===== src/rtl/vga_sync_gen.sv =====
// 640x480 raster timing generator: pixel-rate strobe, h/v counters and registered
// sync/visible flags aligned with the coordinates they describe.
module vga_sync_gen #(
   parameter int CLK_DIV  = 4,
   parameter int H_VIS    = 640,
   parameter int H_FP     = 16,
   parameter int H_SYNC   = 96,
   parameter int H_BP     = 48,
   parameter int V_VIS    = 480,
   parameter int V_FP     = 10,
   parameter int V_SYNC   = 2,
   parameter int V_BP     = 33,
   parameter bit SYNC_POL = 1'b0
) (
   input  logic       CLKIN,
   input  logic       RESET,
   output logic       HSYNC,
   output logic       VSYNC,
   output logic       VIDEO_ON,
   output logic       PIXELTICK,
   output logic [9:0] PIXEL_X,
   output logic [9:0] PIXEL_Y,
   output logic       LINE_START,
   output logic       FRAME_START
);

   localparam int H_TOTAL = H_VIS + H_FP + H_SYNC + H_BP;
   localparam int V_TOTAL = V_VIS + V_FP + V_SYNC + V_BP;
   localparam int DIV_W   = (CLK_DIV > 2) ? $clog2(CLK_DIV) : 1;

   localparam logic [DIV_W-1:0] DIV_LAST = DIV_W'(CLK_DIV - 1);
   localparam logic [9:0]       H_LAST   = 10'(H_TOTAL - 1);
   localparam logic [9:0]       V_LAST   = 10'(V_TOTAL - 1);

   function automatic logic in_window(input logic [9:0] c, input int lo, input int hi);
      return (int'(c) >= lo) && (int'(c) < hi);
   endfunction

   function automatic logic sync_level(input logic active);
      return active ? SYNC_POL : ~SYNC_POL;
   endfunction

   logic [DIV_W-1:0] div_cnt;
   logic [DIV_W-1:0] div_nxt;
   logic [9:0]       h_cnt;
   logic [9:0]       v_cnt;
   logic [9:0]       h_nxt;
   logic [9:0]       v_nxt;
   logic             tick;
   logic             h_wrap;
   logic             hsync_r;
   logic             vsync_r;
   logic             video_r;
   logic             x_zero;
   logic             y_zero;

   // next-state counters; flags below are derived from these so they land with the coordinates
   always_comb begin
      tick    = (div_cnt == DIV_LAST);
      h_wrap  = tick && (h_cnt == H_LAST);
      div_nxt = tick ? '0 : div_cnt + 1'b1;
      h_nxt   = h_cnt;
      v_nxt   = v_cnt;
      if (tick) begin
         h_nxt = h_wrap ? 10'd0 : h_cnt + 10'd1;
      end
      if (h_wrap) begin
         v_nxt = (v_cnt == V_LAST) ? 10'd0 : v_cnt + 10'd1;
      end
   end

   always_ff @(posedge CLKIN) begin
      if (RESET) begin
         div_cnt <= '0;
         h_cnt   <= '0;
         v_cnt   <= '0;
         hsync_r <= ~SYNC_POL;
         vsync_r <= ~SYNC_POL;
         video_r <= 1'b0;
         x_zero  <= 1'b1;
         y_zero  <= 1'b1;
      end else begin
         div_cnt <= div_nxt;
         h_cnt   <= h_nxt;
         v_cnt   <= v_nxt;
         hsync_r <= sync_level(in_window(h_nxt, H_VIS + H_FP, H_VIS + H_FP + H_SYNC));
         vsync_r <= sync_level(in_window(v_nxt, V_VIS + V_FP, V_VIS + V_FP + V_SYNC));
         video_r <= in_window(h_nxt, 0, H_VIS) && in_window(v_nxt, 0, V_VIS);
         x_zero  <= (h_nxt == 10'd0);
         y_zero  <= (v_nxt == 10'd0);
      end
   end

   assign PIXELTICK   = tick;
   assign PIXEL_X     = h_cnt;
   assign PIXEL_Y     = v_cnt;
   assign HSYNC       = hsync_r;
   assign VSYNC       = vsync_r;
   assign VIDEO_ON    = video_r;
   assign LINE_START  = tick & x_zero;
   assign FRAME_START = tick & x_zero & y_zero;

endmodule


===== config.mk =====
export PLATFORM = sky130hd
export DESIGN_NAME = vga_sync_gen
export DESIGN_NICKNAME = d
export VERILOG_FILES = /design/src/rtl/vga_sync_gen.sv
export SDC_FILE = /design/constraint.sdc
export NUM_CORES = 1
export LEC_CHECK = 0
export ABC_AREA = 1
export BUFFER_PORTS_ARGS = -buffer_cell sky130_fd_sc_hd__buf_2
export CORE_ASPECT_RATIO = 1.4
export CORE_MARGIN = 1.5
export CORE_UTILIZATION = 25
export DETAILED_ROUTE_END_ITERATION = 12
export PLACE_DENSITY = 0.51
export REMOVE_ABC_BUFFERS = 1
export SETUP_SLACK_MARGIN = 0.4
export SLEW_MARGIN = 0
export SYNTH_ARGS = -nofsm -noshare
export SYNTH_HDL_FRONTEND = slang
export SYNTH_SLANG_ARGS = --single-unit

===== constraint.sdc =====
create_clock -name CLKIN -period 4.7 [get_ports CLKIN]
set_input_delay 0.705 -clock CLKIN [delete_from_list [all_inputs] [get_ports CLKIN]]
set_output_delay 0.705 -clock CLKIN [all_outputs]
set_load 0.02 [all_outputs]

## After elaboration in Yosys (flattened, before gate mapping)

Index checks and enable logic that the tools add are counted.

| cells by class | value |
|---|---|
| $add $sub $neg | 3 |
| magnitude comparators | 6 |
| equality and inequality tests | 3 |
| muxes and demuxes | 6 |
| bitwise logic cells | 2 |
| reduce and logical (&&, ||, !) cells | 7 |

Operators with widths:

| cell | count |
|---|---|
| $mux 10 | 4 |
| $add 10x1->10 const B | 2 |
| $eq 10x10->1 const B | 2 |
| $logic_not 10->1 | 2 |
| $lt 10x10->1 const B | 2 |
| $lt 10x9->1 const B | 2 |
| $ge 10x10->1 const B | 1 |
| $ge 10x9->1 const B | 1 |
| $logic_and 1x1->1 | 4 |
| $add 2x1->2 const B | 1 |
| $and 1x1->1 | 2 |
| $eq 2x2->1 const B | 1 |
| $mux 1 | 2 |
| $reduce_or 2->1 | 1 |

| word-level totals | value |
|---|---|
| flip-flop bits (word level) | 27 |
| input bits | 2 |
| output and inout bits | 26 |
| word-level logic and storage cells | 35 |

## Logic depth before layout (Yosys ltp)

| depth | value |
|---|---|
| depth after elaboration | 7 |
| gate-level depth with buffers | 13 |

## Worst setup path after synthesis

OpenSTA, ideal clock, no wires.

| timing path | value |
|---|---|
| path type | reg-to-output |
| from | register div_cnt[0] |
| to | output port FRAME_START |
| arrival time | 1233 ps |
| path slack | 2762 ps |
| cell stages (with the launch flop) | 5 |
| buffers on the path | 1 |
| cells stage by stage | dfxtp_1 ha_1 buf_2 nand2_1 nor2_1 |

| between the ends | value |
|---|---|
| word-level cells in the longest chain between the ends | 3 |

Ends and longest elaborated chain:

| item | line | RTL |
|---|---|---|
| start, declared | 43 | `logic [DIV_W-1:0] div_cnt;` |
| start signal, assigned | 83 | `div_cnt <= div_nxt;` |
| $eq 2x2->1 | 59 | `tick = (div_cnt == DIV_LAST);` |
| via PIXELTICK | 20 | `output logic PIXELTICK,` |
| $and 1x1->1 (2 in series) | 101 | `assign FRAME_START = tick & x_zero & y_zero;` |
| end, declared | 24 | `output logic FRAME_START` |

The timed path passes the listed nets, and every way through them passes these cells.

## Worst setup path in the final report

| timing path | value |
|---|---|
| from | register div_cnt[0] |
| to | output port FRAME_START |

| between the ends | value |
|---|---|
| word-level cells in the longest chain between the ends | 3 |

Ends and longest elaborated chain:

| item | line |
|---|---|
| $eq 2x2->1 | 59 |
| $and 1x1->1 (2 in series) | 101 |

Every way passes these cells.

==> metrics.yaml <==
global_routing:
  grt_use_total: 0.131
  grt_pass1_vias: 1654
  grt_pass1_wl_mm: 7.56
  antenna_found_initial: 0
  grt.overflow.total: 0
  grt_max_degree: 23
route:
  drt-total-wl_mm: 4.48
  dr.pass1.iters: 4
  final_antenna_net_count: 0
  drcViolationCount: 0
  wl_per_cell_um: 11.4
  first_iter_violations: 82
  post_drt_via_cell_ratio: 4.49
  dr_total_vias: 1765
layout:
  fin_util: 0.299
  drive_gt1_frac: 0.173
  layout.nets: 308
  fillers: 752
  syn2layout_area_growth_pct: 15.1
  antennaDiodeCount: 0
clock_network:
  cts_tree: "yes"
  cts.clk_slew.worst_paths_ps: 100
  cts_root_buffer: "clkbuf_8"
  cts_buffer_depth: 2
  cts-resized-gates: 0
  cts_hold_buf: 0
  insertion_delay_ps: 270
  numCtsBuffers: 3
  cts_setup_buffers: 0
  htreeDepth: 1
  cts.sinks: 27
worst_setup_path:
  cpPeakStageDelay_ps: 450
  worst-path-stages: 4
  slowest_stage: "ha_1"
  path_delay_family: "adder cells"
  cp_data_arrival_time_ps: 1520
  setup.worst_path.start: "div_cnt[0]"
  cp-start-kind: "flop"
  r2r_end: "VSYNC"
  cp-endpoint: "FRAME_START"
  crit_required_ps: 3990
  reg2reg_setup_slack_ps: 2580
  critPathBufInv: 1
  worstSetupPathType: "reg -> out"
  r2r_cells: 10
  crit_path_max_fanout: 13
  end_kind: "primary output"
  crit_chain: "ha_1 -> nand2_1 -> nor2_1 -> buf_2"
  r2r_start: "div_cnt[0]"
yosys:
  syn_area_mm2: 0.00172
  postSynthAreaPerCell_um2: 6.22
  seq_area_frac_synth: 0.315
  synth-async-reset-ratio: 0
  synth_warnings: 0
  synth_edf_count: 0
  synth_area_leaders: "dfxtp_1, nand2_1, nor2_1"
  synth_cell_types: 25
  synth_seq_cells: 27
  yosys-top-cells-count: "nand2_1, nor2_1, inv_1, nand3_1, dfxtp_1"
  yosys.area.top_type: "dfxtp_1"
  yosysMostFrequentCell: "nand2_1"
  synth-main-ff-cell: "dfxtp_1"
  synth_top_area_share: 0.315
  synthCells: 276
power:
  p_leak_uw: 0.000995
  p_sw_frac: 0.243
  intPower_uw: 300
  seqPwrFrac: 0.592
  clkPwrFrac: 0.347
  max-vdd-ir-drop_uv: 89.2
  power_frac_comb: 0.061
  power_density_mw_per_mm2: 201
  power_switching_uw: 96.5
sta:
  finalWorstSetupSlack_ps: 2470
  hold_viol: 0
  maxSlewViolCount: 0
  tns_ps: 0
  post-route-period-util: 0.474
  fmax_ghz: 0.449
  setup_viol: 0
  fin_crit_ps: 2230
  maxSlewHeadroom: 0.690
  rsz0062_at_grt: "false"
  tightest_slew_ps: 466
  fin_skew_ps: 4.90
floorplan:
  die_area_mm2: 0.00739
  fp.dieH_um: 101
  start_util: 0.260
  rows: 35
  coreArea_mm2: 0.00661
  die_width_um: 73.1
  ioPinCount: 28
place:
  gp_congestion: 0.799
  dp_hpwl_mm: 3.53
  pre_cts_slack_ps: 2570
  io_buffers: 27
run:
  drv_cap: 0
run_status:
  status: "complete, no violations"
hold_path:
  hold_class: "reg -> reg"
worst reg2reg max path, stage by stage, from the launching register on:
cell and delay, ps:
dfxtp_1 360, ha_1 450, nand2_2 150, nor2_4 120
nand2_2 70, nor2_4 320, nand3_1 180, nand2_1 100
nand3_1 80, nor2_2 110, nand3_1 70
registers in the layout, indices dropped and copies added, names as in the netlist:
| register | flops |
|---|---|
| PIXEL_X | 10 |
| PIXEL_Y | 10 |
| div_cnt | 2 |
| HSYNC | 1 |
| VIDEO_ON | 1 |
| VSYNC | 1 |
| x_zero | 1 |
| y_zero | 1 |
metrics by stage:
stage	hold slack [ps]	total power (uW)	cells	cell area [um2]
after detailed placement	430	265	389	1930
after global placement	411	264	389	1930
after global routing	466	415	393	1980
after floorplan	400	254	270	1680
after CTS	445	406	393	1980
final	452	397	393	1980
placed cells by master, fill, tap and decap left out, drive strengths merged:
cell      netlist  layout
dfxtp          27      27
nor2           56      56
or2             1       1
clkbuf          3       3
o21ai           5       5
nand4           9       9
nor3b           1       1
nor3            3       3
nand3          35      35
clkinvlp        0       1
o21bai          1       1
xor2            2       2
ha              4       4
nand2          81      81
inv            40      40
buf             3      27
a21oi           5       5
power groups by stage:
stage	registers, uW	clock network, uW	logic, uW
finish	235	138	24.0
global route	235	152	27.5
CTS	235	146	24.5
detailed placement	240	0	24.5
global placement	240	0	24.2
floorplan	241	0	13.2
how the worst min path moves through the flow:
stage,startpoint,endpoint,cells after the start
final,div_cnt[0],div_cnt[0],1
after detailed placement,div_cnt[0],div_cnt[0],1
after global placement,div_cnt[0],div_cnt[0],1
after global routing,div_cnt[0],div_cnt[0],1
after floorplan,div_cnt[0],div_cnt[0],1
after CTS,div_cnt[0],div_cnt[0],1
final cells by class:
type	instances	area, um2	share of cell area
Clock inverter	1	7.51	0.00380
Sequential cell	27	541	0.273
Multi-Input combinational cell	203	988	0.500
Tap cell	92	115	0.0582
Inverter	40	150	0.0759
Timing Repair Buffer	27	135	0.0683
Clock buffer	3	41.3	0.0209
routing by layer:
| metal | wire length, um | global-route usage | vias to the layer above | share of wire |
|---|---|---|---|---|
| met2 | 2290 | 0.236 | 33 | 0.51 |
| met1 | 2010 | 0.157 | 821 | 0.45 |
| met4 | 67 | 0.0450 | 0 | 0.015 |
| met5 | 0 | 0 | - | 0 |
| li1 | - | - | 907 | - |
| met3 | 123 | 0.0140 | 4 | 0.027 |
cells by family after synthesis:
| kind of cell | share of synthesized area |
|---|---|
| and+or+nand+nor | 0.500 |
| buffers and inverters | 0.110 |
| DFF | 0.315 |
| AOI/OAI and AO/OA | 0.0357 |
| adders and majority gates | 0.0291 |
| xor gates and xnor gates | 0.0102 |
(Power assumes the default switching activity.)
